`src/rtl/wb_cmd_master_if.sv`:
```
// ---------------------------------------------------------------------------
// wb_cmd_master_if
//   Bundles the local command/response port and the Wishbone B4 pipelined
//   master signals of wb_cmd_master.
//
//   Command side : cmd_valid_i / cmd_ready_o handshake carrying we, adr, dat
//                  and sel.
//   Response side: rsp_valid_o one-cycle strobe with rsp_dat_o, rsp_err_o and
//                  rsp_timeout_o.
//   Wishbone side: cyc/stb/we/adr/sel/dat out; ack/err/rty/stall/dat in.
//
//   Modports:
//     master - the view used by wb_cmd_master itself
//     slave  - the mirrored view for the controller and the bus model
// ---------------------------------------------------------------------------
interface wb_cmd_master_if #(
    parameter int ADDR_WIDTH = 32
);
    logic                  cmd_valid_i;
    logic                  cmd_ready_o;
    logic                  cmd_we_i;
    logic [ADDR_WIDTH-1:0] cmd_adr_i;
    logic [31:0]           cmd_dat_i;
    logic [3:0]            cmd_sel_i;

    logic                  rsp_valid_o;
    logic [31:0]           rsp_dat_o;
    logic                  rsp_err_o;
    logic                  rsp_timeout_o;

    logic                  wb_cyc_o;
    logic                  wb_stb_o;
    logic                  wb_we_o;
    logic [ADDR_WIDTH-1:0] wb_adr_o;
    logic [3:0]            wb_sel_o;
    logic [31:0]           wb_dat_o;
    logic                  wb_ack_i;
    logic                  wb_err_i;
    logic                  wb_rty_i;
    logic                  wb_stall_i;
    logic [31:0]           wb_dat_i;

    modport master (
        input  cmd_valid_i, cmd_we_i, cmd_adr_i, cmd_dat_i, cmd_sel_i,
        output cmd_ready_o,
        output rsp_valid_o, rsp_dat_o, rsp_err_o, rsp_timeout_o,
        output wb_cyc_o, wb_stb_o, wb_we_o, wb_adr_o, wb_sel_o, wb_dat_o,
        input  wb_ack_i, wb_err_i, wb_rty_i, wb_stall_i, wb_dat_i
    );

    modport slave (
        output cmd_valid_i, cmd_we_i, cmd_adr_i, cmd_dat_i, cmd_sel_i,
        input  cmd_ready_o,
        input  rsp_valid_o, rsp_dat_o, rsp_err_o, rsp_timeout_o,
        input  wb_cyc_o, wb_stb_o, wb_we_o, wb_adr_o, wb_sel_o, wb_dat_o,
        output wb_ack_i, wb_err_i, wb_rty_i, wb_stall_i, wb_dat_i
    );
endinterface

```
`src/rtl/wb_cmd_master.sv`:
```
// ---------------------------------------------------------------------------
// wb_cmd_master
//   Single-outstanding Wishbone B4 pipelined initiator. One accepted command
//   becomes one bus transfer (with bounded re-issue on rty) and produces a
//   one-cycle response strobe.
//
//   Ports:
//     clk_i  - clock, all logic on the rising edge
//     rst_i  - synchronous active-high reset
//     bus    - wb_cmd_master_if.master: command port, response port and
//              Wishbone master signals
//
//   Parameters:
//     ADDR_WIDTH - address width of command and bus
//     RETRY_MAX  - re-issues allowed after rty before reporting an error
//     TIMEOUT    - cycles with cyc high before the transfer is aborted
//
//   Optional feature, macro WB_CMD_MASTER_TIMEOUT_EN:
//     defined   - 16-bit watchdog aborts a transfer after TIMEOUT cycles with
//                 cyc high and reports rsp_err_o=1, rsp_timeout_o=1
//     undefined - no watchdog; the block waits indefinitely, rsp_timeout_o=0
// ---------------------------------------------------------------------------
module wb_cmd_master #(
    parameter int ADDR_WIDTH = 32,
    parameter int RETRY_MAX  = 3,
    parameter int TIMEOUT    = 255
) (
    input  logic            clk_i,
    input  logic            rst_i,
    wb_cmd_master_if.master bus
);

    typedef enum logic [1:0] {
        IDLE = 2'd0,
        REQ  = 2'd1,
        WAIT = 2'd2,
        RESP = 2'd3
    } state_t;

    state_t                state;
    state_t                state_nxt;

    logic                  we_q;
    logic [ADDR_WIDTH-1:0] adr_q;
    logic [31:0]           dat_q;
    logic [3:0]            sel_q;

    logic [3:0]            retry_cnt;
    logic [3:0]            retry_cnt_nxt;

    logic [31:0]           rsp_dat_q;
    logic [31:0]           rsp_dat_nxt;
    logic                  rsp_err_q;
    logic                  rsp_err_nxt;
    logic                  rsp_to_q;
    logic                  rsp_to_nxt;

    logic                  accept;
    logic                  term_sample;
    logic                  timeout_hit;

    assign accept = (state == IDLE) && bus.cmd_valid_i;

`ifdef WB_CMD_MASTER_TIMEOUT_EN
    localparam logic [15:0] TIMEOUT_LAST = 16'(TIMEOUT - 1);

    logic [15:0] to_cnt;

    // Counts every cycle with cyc high; retries do not restart it.
    always_ff @(posedge clk_i) begin
        if (rst_i) begin
            to_cnt <= '0;
        end else if (accept) begin
            to_cnt <= '0;
        end else if ((state == REQ) || (state == WAIT)) begin
            to_cnt <= to_cnt + 16'd1;
        end
    end

    // ">=" rather than "==": if a rty wins the limit cycle, the very next
    // cycle without a termination still aborts.
    assign timeout_hit = ((state == REQ) || (state == WAIT)) &&
                         (to_cnt >= TIMEOUT_LAST);
`else
    logic unused_timeout;
    assign unused_timeout = ^16'(TIMEOUT);
    assign timeout_hit    = 1'b0;
`endif

    // State, command copy and response registers
    always_ff @(posedge clk_i) begin
        if (rst_i) begin
            state     <= IDLE;
            retry_cnt <= '0;
            we_q      <= 1'b0;
            adr_q     <= '0;
            dat_q     <= '0;
            sel_q     <= '0;
            rsp_dat_q <= '0;
            rsp_err_q <= 1'b0;
            rsp_to_q  <= 1'b0;
        end else begin
            state     <= state_nxt;
            retry_cnt <= retry_cnt_nxt;
            rsp_dat_q <= rsp_dat_nxt;
            rsp_err_q <= rsp_err_nxt;
            rsp_to_q  <= rsp_to_nxt;
            if (accept) begin
                we_q  <= bus.cmd_we_i;
                adr_q <= bus.cmd_adr_i;
                dat_q <= bus.cmd_dat_i;
                sel_q <= bus.cmd_sel_i;
            end
        end
    end

    // Next state and response capture
    always_comb begin
        state_nxt     = state;
        retry_cnt_nxt = retry_cnt;
        rsp_dat_nxt   = rsp_dat_q;
        rsp_err_nxt   = rsp_err_q;
        rsp_to_nxt    = rsp_to_q;
        // Terminations count in WAIT, or in REQ once the slave takes the stb.
        term_sample   = (state == WAIT) || ((state == REQ) && !bus.wb_stall_i);

        case (state)
            IDLE: begin
                if (bus.cmd_valid_i) begin
                    state_nxt = REQ;
                end
            end

            REQ, WAIT: begin
                if (term_sample && bus.wb_err_i) begin
                    state_nxt   = RESP;
                    rsp_err_nxt = 1'b1;
                    rsp_dat_nxt = '0;
                    rsp_to_nxt  = 1'b0;
                end else if (term_sample && bus.wb_ack_i) begin
                    state_nxt   = RESP;
                    rsp_err_nxt = 1'b0;
                    rsp_dat_nxt = we_q ? 32'd0 : bus.wb_dat_i;
                    rsp_to_nxt  = 1'b0;
                end else if (term_sample && bus.wb_rty_i) begin
                    if (retry_cnt < 4'(RETRY_MAX)) begin
                        retry_cnt_nxt = retry_cnt + 4'd1;
                        state_nxt     = REQ;
                    end else begin
                        state_nxt   = RESP;
                        rsp_err_nxt = 1'b1;
                        rsp_dat_nxt = '0;
                        rsp_to_nxt  = 1'b0;
                    end
                end else if (timeout_hit) begin
                    state_nxt   = RESP;
                    rsp_err_nxt = 1'b1;
                    rsp_dat_nxt = '0;
                    rsp_to_nxt  = 1'b1;
                end else if ((state == REQ) && !bus.wb_stall_i) begin
                    state_nxt = WAIT;
                end
            end

            RESP: begin
                state_nxt     = IDLE;
                retry_cnt_nxt = '0;
            end

            default: begin
                state_nxt = IDLE;
            end
        endcase
    end

    // Outputs decoded from state; bus fields come straight from the copy
    assign bus.cmd_ready_o   = (state == IDLE);
    assign bus.rsp_valid_o   = (state == RESP);
    assign bus.rsp_dat_o     = rsp_dat_q;
    assign bus.rsp_err_o     = rsp_err_q;
    assign bus.rsp_timeout_o = rsp_to_q;
    assign bus.wb_cyc_o      = (state == REQ) || (state == WAIT);
    assign bus.wb_stb_o      = (state == REQ);
    assign bus.wb_we_o       = we_q;
    assign bus.wb_adr_o      = adr_q;
    assign bus.wb_sel_o      = sel_q;
    assign bus.wb_dat_o      = dat_q;

endmodule
```
`src/flat_wrapper.sv`:
```
// flat-port wrapper written by rule: the top's interface ports become plain ports
module wb_cmd_master_flat 
#(
    parameter int ADDR_WIDTH = 32,
    parameter int RETRY_MAX  = 3,
    parameter int TIMEOUT    = 255
)
  (clk_i, rst_i, bus_cmd_valid_i, bus_cmd_we_i, bus_cmd_adr_i, bus_cmd_dat_i, bus_cmd_sel_i, bus_cmd_ready_o, bus_rsp_valid_o, bus_rsp_dat_o, bus_rsp_err_o, bus_rsp_timeout_o, bus_wb_cyc_o, bus_wb_stb_o, bus_wb_we_o, bus_wb_adr_o, bus_wb_sel_o, bus_wb_dat_o, bus_wb_ack_i, bus_wb_err_i, bus_wb_rty_i, bus_wb_stall_i, bus_wb_dat_i);
  wb_cmd_master_if #(.ADDR_WIDTH(ADDR_WIDTH)) bus_i ();
  input  logic clk_i;
  input  logic rst_i;
  input wire logic [$bits(bus_i.cmd_valid_i)-1:0] bus_cmd_valid_i;
  input wire logic [$bits(bus_i.cmd_we_i)-1:0] bus_cmd_we_i;
  input wire logic [$bits(bus_i.cmd_adr_i)-1:0] bus_cmd_adr_i;
  input wire logic [$bits(bus_i.cmd_dat_i)-1:0] bus_cmd_dat_i;
  input wire logic [$bits(bus_i.cmd_sel_i)-1:0] bus_cmd_sel_i;
  output wire logic [$bits(bus_i.cmd_ready_o)-1:0] bus_cmd_ready_o;
  output wire logic [$bits(bus_i.rsp_valid_o)-1:0] bus_rsp_valid_o;
  output wire logic [$bits(bus_i.rsp_dat_o)-1:0] bus_rsp_dat_o;
  output wire logic [$bits(bus_i.rsp_err_o)-1:0] bus_rsp_err_o;
  output wire logic [$bits(bus_i.rsp_timeout_o)-1:0] bus_rsp_timeout_o;
  output wire logic [$bits(bus_i.wb_cyc_o)-1:0] bus_wb_cyc_o;
  output wire logic [$bits(bus_i.wb_stb_o)-1:0] bus_wb_stb_o;
  output wire logic [$bits(bus_i.wb_we_o)-1:0] bus_wb_we_o;
  output wire logic [$bits(bus_i.wb_adr_o)-1:0] bus_wb_adr_o;
  output wire logic [$bits(bus_i.wb_sel_o)-1:0] bus_wb_sel_o;
  output wire logic [$bits(bus_i.wb_dat_o)-1:0] bus_wb_dat_o;
  input wire logic [$bits(bus_i.wb_ack_i)-1:0] bus_wb_ack_i;
  input wire logic [$bits(bus_i.wb_err_i)-1:0] bus_wb_err_i;
  input wire logic [$bits(bus_i.wb_rty_i)-1:0] bus_wb_rty_i;
  input wire logic [$bits(bus_i.wb_stall_i)-1:0] bus_wb_stall_i;
  input wire logic [$bits(bus_i.wb_dat_i)-1:0] bus_wb_dat_i;
  assign bus_i.cmd_valid_i = bus_cmd_valid_i;
  assign bus_i.cmd_we_i = bus_cmd_we_i;
  assign bus_i.cmd_adr_i = bus_cmd_adr_i;
  assign bus_i.cmd_dat_i = bus_cmd_dat_i;
  assign bus_i.cmd_sel_i = bus_cmd_sel_i;
  assign bus_cmd_ready_o = bus_i.cmd_ready_o;
  assign bus_rsp_valid_o = bus_i.rsp_valid_o;
  assign bus_rsp_dat_o = bus_i.rsp_dat_o;
  assign bus_rsp_err_o = bus_i.rsp_err_o;
  assign bus_rsp_timeout_o = bus_i.rsp_timeout_o;
  assign bus_wb_cyc_o = bus_i.wb_cyc_o;
  assign bus_wb_stb_o = bus_i.wb_stb_o;
  assign bus_wb_we_o = bus_i.wb_we_o;
  assign bus_wb_adr_o = bus_i.wb_adr_o;
  assign bus_wb_sel_o = bus_i.wb_sel_o;
  assign bus_wb_dat_o = bus_i.wb_dat_o;
  assign bus_i.wb_ack_i = bus_wb_ack_i;
  assign bus_i.wb_err_i = bus_wb_err_i;
  assign bus_i.wb_rty_i = bus_wb_rty_i;
  assign bus_i.wb_stall_i = bus_wb_stall_i;
  assign bus_i.wb_dat_i = bus_wb_dat_i;
  wb_cmd_master #(.ADDR_WIDTH(ADDR_WIDTH), .RETRY_MAX(RETRY_MAX), .TIMEOUT(TIMEOUT)) u_core (.clk_i(clk_i), .rst_i(rst_i), .bus(bus_i));
endmodule
```
`config.mk`:
```
export PLATFORM = sky130hd
export DESIGN_NAME = wb_cmd_master_flat
export DESIGN_NICKNAME = d
export VERILOG_FILES = /design/src/rtl/wb_cmd_master_if.sv /design/src/rtl/wb_cmd_master.sv /design/src/flat_wrapper.sv
export SDC_FILE = /design/constraint.sdc
export NUM_CORES = 1
export LEC_CHECK = 0
export ABC_AREA = 1
export ABC_CLOCK_PERIOD_IN_PS = 1900
export CORE_UTILIZATION = 41
export CTS_BUF_LIST = sky130_fd_sc_hd__clkbuf_2
export CTS_CLUSTER_SIZE = 40
export DETAILED_ROUTE_END_ITERATION = 10
export PLACE_DENSITY = 0.89
export SYNTH_ARGS = -nofsm -noshare
export SYNTH_HDL_FRONTEND = slang
export SYNTH_SLANG_ARGS = --single-unit
```
`constraint.sdc`:
```
create_clock -name clk_i -period 1.9 [get_ports clk_i]
set_clock_uncertainty 0.2 [all_clocks]
set_input_delay 0.285 -clock clk_i [delete_from_list [all_inputs] [get_ports clk_i]]
set_output_delay 0.285 -clock clk_i [all_outputs]
set_load 0.03 [all_outputs]
```
==> metrics.yaml, run 1 <==
status: "complete, but fails checks"
violations: "setup timing"
cpMostUsedCell: "buf_6"
multi_input_area_um2: 1828
r2r_setup_slack_ns: 0.04
dp_hpwl_um: 8695
synth_cells: 593
cts.sinks: 108
final-seq-area_um2: 2167
dieArea_um2: 10880
routed_wl_um: 12240
crit_arrival_ns: 1.46
viasPerCell: 4.802
initial_core_util_pct: 43.10
ys_seq_elements: 108
synth_top_flop_cell: "dfxtp_1"
diodes: 0
vias: 4466
synth.largest_area_cell: "dfxtp_1"
clk_pin_slew_ns: 0.26
num_rows: 36
grt_pass1_vias: 4239
worstPathCellList: "buf_6, buf_6, ha_4, buf_6"
critPathMaxStageDelay_ns: 0.40
p_per_area_nw_per_um2: 1270
post-route-min-period_ns: 1.941
setup_viol: 2
gp_congestion: 0.7809
drive_above_1_share_pct: 13.05
grt_max_degree: 81
core-area_um2: 9955
rr_worst_depth: 8
grt_use_total_pct: 22.34
synth_cell_types: 23
ant_nets: 0
endpoint: "bus_rsp_valid_o"
area_growth_pct: 52.79
firstDrtPassIters: 4
worstHoldPathType: "primary input to flip-flop"
syn_avg_cell_area_um2: 7.235
leakagePower_nw: 2.907
tritoncts: "built"
synth_edf_count: 0
overflow: 0
clock.fmax_mhz: 515.2
cp-end-kind: "output port"
fin_crit_sh_pct: 102.2
r2r-end: "u_core.state[0]"
drc: 0
synth_area_leaders: "dfxtp_1, nor2_1, o21ai_0"
critPathRequiredTime_ns: 1.41
cts_hold_buf: 0
dieWidth_um: 104.3
vdd_drop_max_mv: 0.7887
async_flop_share_pct: 0
drtIter0Drc: 201
rr_startpoint: "u_core.state[0]"
antenna_found_initial: 0
clockBufferDepth: 2
hold_depth: 3
cts_root_buf: "clkbuf_2"
netlist.area_leader.share_pct: 50.39
post-synth-top-count-cell: "nor2_1"
crit_path_top_delay_cell: "dfxtp_2"
port_buffers: 213
start_kind: "flip-flop"
fin_util_pct: 65.85
rsz0062_at_grt: "true"
total_power_mw: 8.325
die_h_um: 104.3
wl_per_cell_um: 13.16
nNetsFinal: 909
synth_nets: 707
grt_pass1_wl_um: 19750
path_class: "flip-flop to output port"
yosysWarnings: 0
synth.top_cells.by_count: "nor2_1, dfxtp_1, o21ai_0"
finalHoldViolations: 0
setup_ws_ns: -0.04117
cts.htree.levels: 3
fillers: 817
startpoint: "u_core.state[0]"
cts-buffers-inserted: 9
critPathMaxFanout: 2
syn_area_um2: 4290
ys_seq_area_share_pct: 50.39
cap_viol_max_count: 0
slew_violations: 0
clk_latency_ns: 0.53
io_pins: 215
-- critical path: cells and delay by family (launching register included) --
family / cells / cell delay, ns
adder cells (fa/ha/maj): 1 / 0.16
buffers and inverters: 3 / 0.36
flip-flops: 1 / 0.40
-- per-layer routing --
metal	vias to the layer above	global-route usage, %	routed length, um	part of all wire (%)
met1	2009	25.01	4939	40
met3	30	5.138	750	6.1
li1	2260	-	-	-
met5	-	0	0	0
met4	0	11.73	367	3.0
met2	167	39.21	6184	51
-- final cells by class --
cell class	instances	share of cell area, %
inverters	49	2.920
repair buffers	230	32.24
clock inverters	4	0.6681
flip-flops and latches	108	33.06
well taps	133	2.539
multi-input cells	397	27.89
clock buffers	9	0.6872
-- cells in the final DEF, fill, tap and decap left out, types with 2 or more instances in the layout --
| cell type | instances |
|---|---|
| o21ai_1 | 30 |
| o21ai_2 | 3 |
| dlygate4sd2_1 | 8 |
| buf_4 | 10 |
| ha_4 | 4 |
| inv_2 | 8 |
| nor2_1 | 216 |
| clkdlybuf4s50_1 | 107 |
| ha_1 | 2 |
| nand3_1 | 7 |
| a21oi_1 | 6 |
| clkinv_2 | 2 |
| dfxtp_1 | 106 |
| buf_12 | 7 |
| nor3_1 | 31 |
| clkdlybuf4s15_1 | 47 |
| nand2_2 | 2 |
| buf_6 | 5 |
| o21ai_0 | 72 |
| nand2_1 | 18 |
| clkbuf_2 | 55 |
| inv_1 | 40 |
-- logic make-up after synthesis --
family	Yosys count	share of synthesized area [%]
AOI/OAI and AO/OA	112	13.15
DFF	108	50.39
other	1	0.08741
and+or+nand+nor	278	26.01
buffers and inverters	88	8.603
adders and majority gates	6	1.750
-- metrics by stage --
stage	std cells	setup WS (ns)	setup TNS [ns]	hold slack (ns)	cell area, um^2
finish	930	-0.04117	-0.04743	0.1214	6555
global route	930	-0.1352	-0.3832	0.05988	6555
CTS	928	-0.08105	-0.1792	0.06179	6626
detailed placement	910	-0.08989	-1.607	0.2688	6564
global placement	910	0.003449	0	0.2625	6564
floorplan	593	0.01430	0	0.2338	4290
-- report_power, final --
part / total (mW) / internal [mW] / leakage [nW] / switching [mW]
Clock: 0.962 / 0.275 / 0.0609 / 0.687
Sequential: 3.13 / 2.83 / 0.888 / 0.307
Combinational: 4.23 / 1.53 / 1.96 / 2.70
-- timing repair --
action / in CTS / in global routing
gates resized for setup: 141 / 141
buffers inserted: 5 / 2
pin swaps: 2 / 3
endpoints found under the setup margin: 129 / 130
endpoints found under the hold margin: 0 / 0
-- worst min-delay path by stage --
stage,start,endpoint
3_3_place_gp,u_core.bus.wb_dat_o[26],u_core.bus.wb_dat_o[26]
4_1_cts,bus_cmd_adr_i[27],u_core.bus.wb_adr_o[27]
3_5_place_dp,u_core.bus.rsp_dat_o[28],u_core.bus.rsp_dat_o[28]
2_1_floorplan,bus_cmd_dat_i[18],u_core.bus.wb_dat_o[18]
6_report,bus_cmd_dat_i[18],u_core.bus.wb_dat_o[18]
5_1_grt,bus_cmd_dat_i[18],u_core.bus.wb_dat_o[18]
-- state kept, by name, summed over array words and instances, names as in the netlist --
| register | count |
|---|---|
| u_core.state | 2 |
| u_core.bus.wb_dat_o | 32 |
| u_core.bus.wb_sel_o | 4 |
| u_core.bus.rsp_err_o | 1 |
| u_core.bus.rsp_dat_o | 32 |
| u_core.bus.wb_we_o | 1 |
| u_core.retry_cnt | 4 |
| u_core.bus.wb_adr_o | 32 |
Note: power is estimated with default switching activity, not from simulation.
==> run 2: changes to the inputs <==
Settings changed: ABC_CLOCK_PERIOD_IN_PS 1900 to 2300, CORE_UTILIZATION 41 to 45, PLACE_DENSITY 0.89 to 0.95.
Clock period 1.9 ns to 2.3 ns, I/O delays scaled along.
==> metrics.yaml, run 2 (synthesis results as in run 1) <==
grt_pass1_vias: 4366  # +3.0%
initial_core_util_pct: 46.43  # +3.3 points
r2r_setup_slack_ns: 0.31  # +0.27 ns
post-route-min-period_ns: 2.166
drtIter0Drc: 153  # -24%
layout_commonest_cell: "nor2_1"
grt_max_degree: 69  # -15%
area_growth_pct: 55.50
power_frac_seq_pct: 37.5  # about the same
antenna_found_initial: 0  # unchanged
nNetsFinal: 900  # -0.99%
drc: 0  # unchanged
fin_crit_sh_pct: 94.16
drive_above_1_share_pct: 5.310  # -7.7 points
rsz0062_at_grt: "false"
tns_ns: 0  # +0.04743 ns
status: "complete, no violations"
clk_pin_slew_ns: 0.29  # +0.03 ns
dp_hpwl_um: 9281  # +6.7%
core-area_um2: 9240  # -7.2%
holdPathEnd: "u_core.bus.wb_adr_o[10]"
cp-end-kind: "output port"
tritoncts: "built"
p_clk_share_pct: 12.6  # +1.0 points
cts.htree.levels: 3  # unchanged
ant_nets: 0  # unchanged
finalHoldViolations: 0  # unchanged
slew_violations: 0  # unchanged
path_class: "flip-flop to output port"
grt_use_total_pct: 24.90  # +2.6 points
leakagePower_nw: 2.985  # +2.7%
die_h_um: 99.64  # -4.5%
dieWidth_um: 99.64  # -4.5%
cts.sinks: 108  # unchanged
final_cell_mix: "nor2_1, clkdlybuf4s50_1, dfxtp_1, o21ai_0, inv_1"
start_kind: "flip-flop"
hold_slack_ns: 0.2013  # +0.07989 ns
hp-start: "bus_cmd_adr_i[10]"
cap_viol_max_count: 0  # unchanged
grt_pass1_wl_um: 19800  # +0.25%
worstPathCellList: "clkdlybuf4s50_1"
crit_arrival_ns: 1.62  # +0.16 ns
clockBufferDepth: 2  # unchanged
critPathMaxFanout: 2  # unchanged
vias: 4516  # +1.1%
critPathMaxStageDelay_ns: 0.71  # +0.31 ns
cts-buffers-inserted: 9  # unchanged
hold_depth: 3  # unchanged
r2r-end: "u_core.bus.rsp_dat_o[15]"
num_rows: 35  # -2.8%
wl_per_cell_um: 13.60  # +3.3%
switchingPower_mw: 3.018  # -18%
viasPerCell: 4.909  # +2.2%
clock.fmax_mhz: 461.8
io_pins: 215  # unchanged
crit_path_top_delay_cell: "clkdlybuf4s50_1"
path_buf_inv: 1  # -2
routed_wl_um: 12510  # +2.2%
overflow: 0  # unchanged
firstDrtPassIters: 4  # unchanged
port_buffers: 213  # unchanged
diodes: 0  # unchanged
dieArea_um2: 9928  # -8.7%
clk_latency_ns: 0.51  # -0.02 ns
gp_congestion: 0.8452  # +8.2%
setup_viol: 0  # -2
critical-path-top-delay-family: "buffers and inverters"
p_per_area_nw_per_um2: 1046  # -18%
rr_startpoint: "u_core.state[1]"
worstHoldPathType: "primary input to flip-flop"
rr_worst_depth: 10  # +2
swShare_pct: 43.25  # -1.1 points
cts_root_buf: "clkbuf_2"
cts_hold_buf: 0  # unchanged
vdd_drop_max_mv: 0.6723  # -15%
pwr-share-comb_pct: 49.9  # -0.9 points
total_power_mw: 6.977  # -16%
p_int_mw: 3.959  # -15%
critPathRequiredTime_ns: 1.75  # +0.34 ns
==> run 2: cell types whose count changed in the layout (fill, tap and decap cells not counted), sizes merged <==
cell / delta
buf: -12
clkdlybuf4s50: +84
clkdlybuf4s15: -47
dlygate4sd2: -7
clkinvlp: +3
clkbuf: -44
dlymetal6s2s: +17
clkinv: -1
inv: +1
==> run 2: routing by layer <==
metal  part of all wire (%)  GRT usage, %  vias up
met5                      0             0        -
met4                    2.1         8.937        0
met3                    7.5         8.573       24
met2                     52         45.30      171
met1                     38         26.67     2074
li1                       -             -     2247
==> run 2: power by group through the flow <==
stage,logic (mW),registers [mW],clock network (mW)
finish,3.48,2.61,0.878
global route,3.78,2.67,0.993
CTS,3.51,2.62,0.907
detailed placement,3.52,2.66,0
global placement,3.41,2.61,0
floorplan,1.34,3.42,0
==> run 2: metrics by stage <==
step / worst slack, ns / utilization (%) / cell area (um^2) / cells
2_1_floorplan: 0.4143 / - / 4290 / 593
5_1_grt: 0.0003358 / 72.20 / 6671 / 920
3_5_place_dp: 0.1690 / 70.49 / 6514 / 903
3_3_place_gp: 0.2477 / 70.49 / 6514 / 903
6_report: 0.1344 / 72.20 / 6671 / 920
4_1_cts: 0.03243 / 71.81 / 6635 / 919
==> run 2: layout make-up <==
| cell class | instances | area (um^2) |
|---|---|---|
| multi-input cells | 397 | 1759 |
| fillers | 682 | 2569 |
| repair buffers | 221 | 2278 |
| flip-flops and latches | 108 | 2165 |
| inverters | 49 | 186.4 |
| well taps | 129 | 161.4 |
| clock buffers | 9 | 45.04 |
| clock inverters | 7 | 76.32 |
==> run 2: how the worst max path moves through the flow <==
stage | start | to | slack [ns] | cells past startpoint
floorplan | u_core.state[0] | u_core.bus.rsp_dat_o[10] | 0.41 | 8
global placement | bus_wb_err_i | u_core.bus.rsp_dat_o[0] | 0.25 | 9
detailed placement | bus_wb_stall_i | u_core.bus.rsp_dat_o[15] | 0.17 | 10
CTS | u_core.state[0] | bus_wb_cyc_o | 0.03 | 3
global route | u_core.bus.wb_adr_o[17] | bus_wb_adr_o[17] | 0.0003 | 1
finish | u_core.bus.wb_dat_o[28] | bus_wb_dat_o[28] | 0.13 | 1
==> run 2: worst register-to-register path: cells and delay by family, from the launching register on <==
kind                     cells  cell delay [ns]
AND/OR/NAND/NOR              6             0.64
adder cells (fa/ha/maj)      1             0.21
AO/OA/AOI/OAI                1             0.10
flip-flops                   1             0.41
buffers and inverters        2             0.37
==> run 2: what timing repair did <==
item | 4_1_cts | 5_1_grt
cloned | 0 | 0
setup endpoints to repair | 4 | 20
pin swaps | 0 | 0
setup buffers | 0 | 1
hold endpoints to repair | 0 | 0
resized for setup | 8 | 23
==> run 3: changes to the inputs <==
Settings changed: ABC_CLOCK_PERIOD_IN_PS 2300 to 2700, HOLD_SLACK_MARGIN set to 0.03, SKIP_CTS_REPAIR_TIMING set to 1.
Clock period 2.3 ns to 2.7 ns, I/O delays scaled along.
==> metrics.yaml, run 3 (synthesis results as in run 1) <==
status: "complete, no violations"
port_buffers: 213  # unchanged
nNetsFinal: 898  # -0.22%
fillers: 700  # +2.6%
p_per_area_nw_per_um2: 911.9  # -13%
switchingPower_mw: 2.632  # -13%
rr_worst_depth: 8  # -2
cp-end-kind: "output port"
hold_slack_ns: 0.1703  # -0.03107 ns
clock.fmax_mhz: 418.0
dieArea_um2: 9928  # unchanged
diodes: 0  # unchanged
viasPerCell: 4.954  # +0.93%
setup_viol: 0  # unchanged
grt_pass1_vias: 4366  # unchanged
area_growth_pct: 53.98
crit_arrival_ns: 1.79  # +0.17 ns
post-route-min-period_ns: 2.392
pwr-share-comb_pct: 49.6  # -0.3 points
ant_nets: 0  # unchanged
cts_root_buf: "clkbuf_2"
p_int_mw: 3.392  # -14%
gp_congestion: 0.8187  # -3.1%
relSlewSlack_pct: 63.05
io_pins: 215  # unchanged
fin_crit_sh_pct: 88.61
vias: 4548  # +0.71%
antenna_found_initial: 0  # unchanged
dieWidth_um: 99.64  # unchanged
die_h_um: 99.64  # unchanged
tightestPinTransition_ns: 0.5542
grt_use_total_pct: 24.86  # -0.041 points
power_frac_seq_pct: 36.7  # -0.8 points
drc: 0  # unchanged
core-area_um2: 9240  # unchanged
finalHoldViolations: 0  # unchanged
globalRouteMet1Util_pct: 26.72  # +0.053 points
total_power_mw: 6.024  # -14%
clk_pin_slew_ns: 0.35  # +0.06 ns
tritoncts: "built"
hold_depth: 3  # unchanged
overflow: 0  # unchanged
dp_hpwl_um: 9084  # -2.1%
firstDrtPassIters: 4  # unchanged
drive_above_1_share_pct: 4.436  # -0.87 points
cts.sinks: 108  # unchanged
tns_ns: 0  # unchanged
path_class: "flip-flop to output port"
routed_wl_um: 12370  # -1.1%
cts.htree.levels: 3  # unchanged
critPathMaxFanout: 4  # +2
slew_violations: 0  # unchanged
clk_latency_ns: 0.56  # +0.05 ns
critPathRequiredTime_ns: 2.10  # +0.35 ns
post_dp_cell_area_um2: 6459  # -0.85%
clockBufferDepth: 2  # unchanged
grt_max_degree: 70  # +1.4%
cts-buffers-inserted: 9  # unchanged
final_cell_mix: "nor2_1, clkdlybuf4s50_1, dfxtp_1, o21ai_0, inv_1"
leakagePower_nw: 2.747  # -8.0%
vdd_drop_max_mv: 0.4354  # -35%
layout_commonest_cell: "nor2_1"
wl_per_cell_um: 13.48  # -0.88%
num_rows: 35  # unchanged
grt.busiest_layer: "met2"
start_kind: "flip-flop"
drtIter0Drc: 174  # +14%
initial_core_util_pct: 46.43  # unchanged
grt_pass1_wl_um: 19850  # +0.28%
fin_util_pct: 71.50  # -0.70 points
swShare_pct: 43.69  # +0.43 points
rsz0062_at_grt: "false"
worstHoldPathType: "primary input to flip-flop"
final_design_area_no_fill_um2: 6606  # -0.98%
p_clk_share_pct: 13.7  # +1.1 points
grt_use_met2_pct: 45.62  # +0.32 points
use_met3_pct: 8.082  # -0.49 points
cap_viol_max_count: 0  # unchanged
run 3: changes by cell type in the layout (fill, tap and decap cells not counted), moves of 2 or more:
cell	previous run	this run
dlymetal6s2s_1	17	4
dfxtp_1	106	108
clkinvlp_4	3	0
dfxtp_2	2	0
inv_6	0	3
clkbuf_2	11	9
clkdlybuf4s50_1	191	209
buf_12	5	1
run 3: metal layers:
layer | up-vias | share of wire (%)
met5 | - | 0
li1 | 2242 | -
met2 | 173 | 52
met1 | 2110 | 38
met4 | 0 | 1.8
met3 | 23 | 7.8
run 3: layout make-up:
| cell class | instances | area (um^2) | area share (%) |
|---|---|---|---|
| flip-flops and latches | 108 | 2162 | 32.73 |
| clock inverters | 7 | 92.59 | 1.402 |
| well taps | 129 | 161.4 | 2.443 |
| multi-input cells | 397 | 1759 | 26.63 |
| repair buffers | 219 | 2200 | 33.30 |
| clock buffers | 9 | 45.04 | 0.6818 |
| inverters | 49 | 186.4 | 2.822 |
run 3: per-stage QoR:
step | worst slack, ns | cells
2_1_floorplan | 0.8143 | 593
3_3_place_gp | 0.4890 | 902
3_5_place_dp | 0.3451 | 902
4_1_cts | -0.08062 | 918
5_1_grt | 0.2012 | 918
6_report | 0.3076 | 918
run 3: power groups by stage:
stage / registers, mW / logic (mW) / clock network, mW
2_1_floorplan: 2.92 / 1.14 / 0
3_3_place_gp: 2.22 / 2.87 / 0
3_5_place_dp: 2.25 / 2.99 / 0
4_1_cts: 2.21 / 2.99 / 0.838
5_1_grt: 2.26 / 3.23 / 0.916
6_report: 2.21 / 2.99 / 0.822
run 3: worst paths after layout:
path                                         startpoint                        to  slack [ns]
worst min-delay path                   bus_cmd_sel_i[0]    u_core.bus.wb_sel_o[0]        0.17
worst max-delay path                    u_core.state[1]              bus_wb_cyc_o        0.31
worst min register to register  u_core.bus.wb_adr_o[13]   u_core.bus.wb_adr_o[13]        0.31
worst max register to register          u_core.state[1]  u_core.bus.rsp_dat_o[15]        0.47
run 3: worst max-delay path, cell delays in order (launching register included):
cell and delay [ns]:
dfxtp_1 0.47, inv_1 0.10, ha_1 0.34, dlymetal6s2s_1 0.31
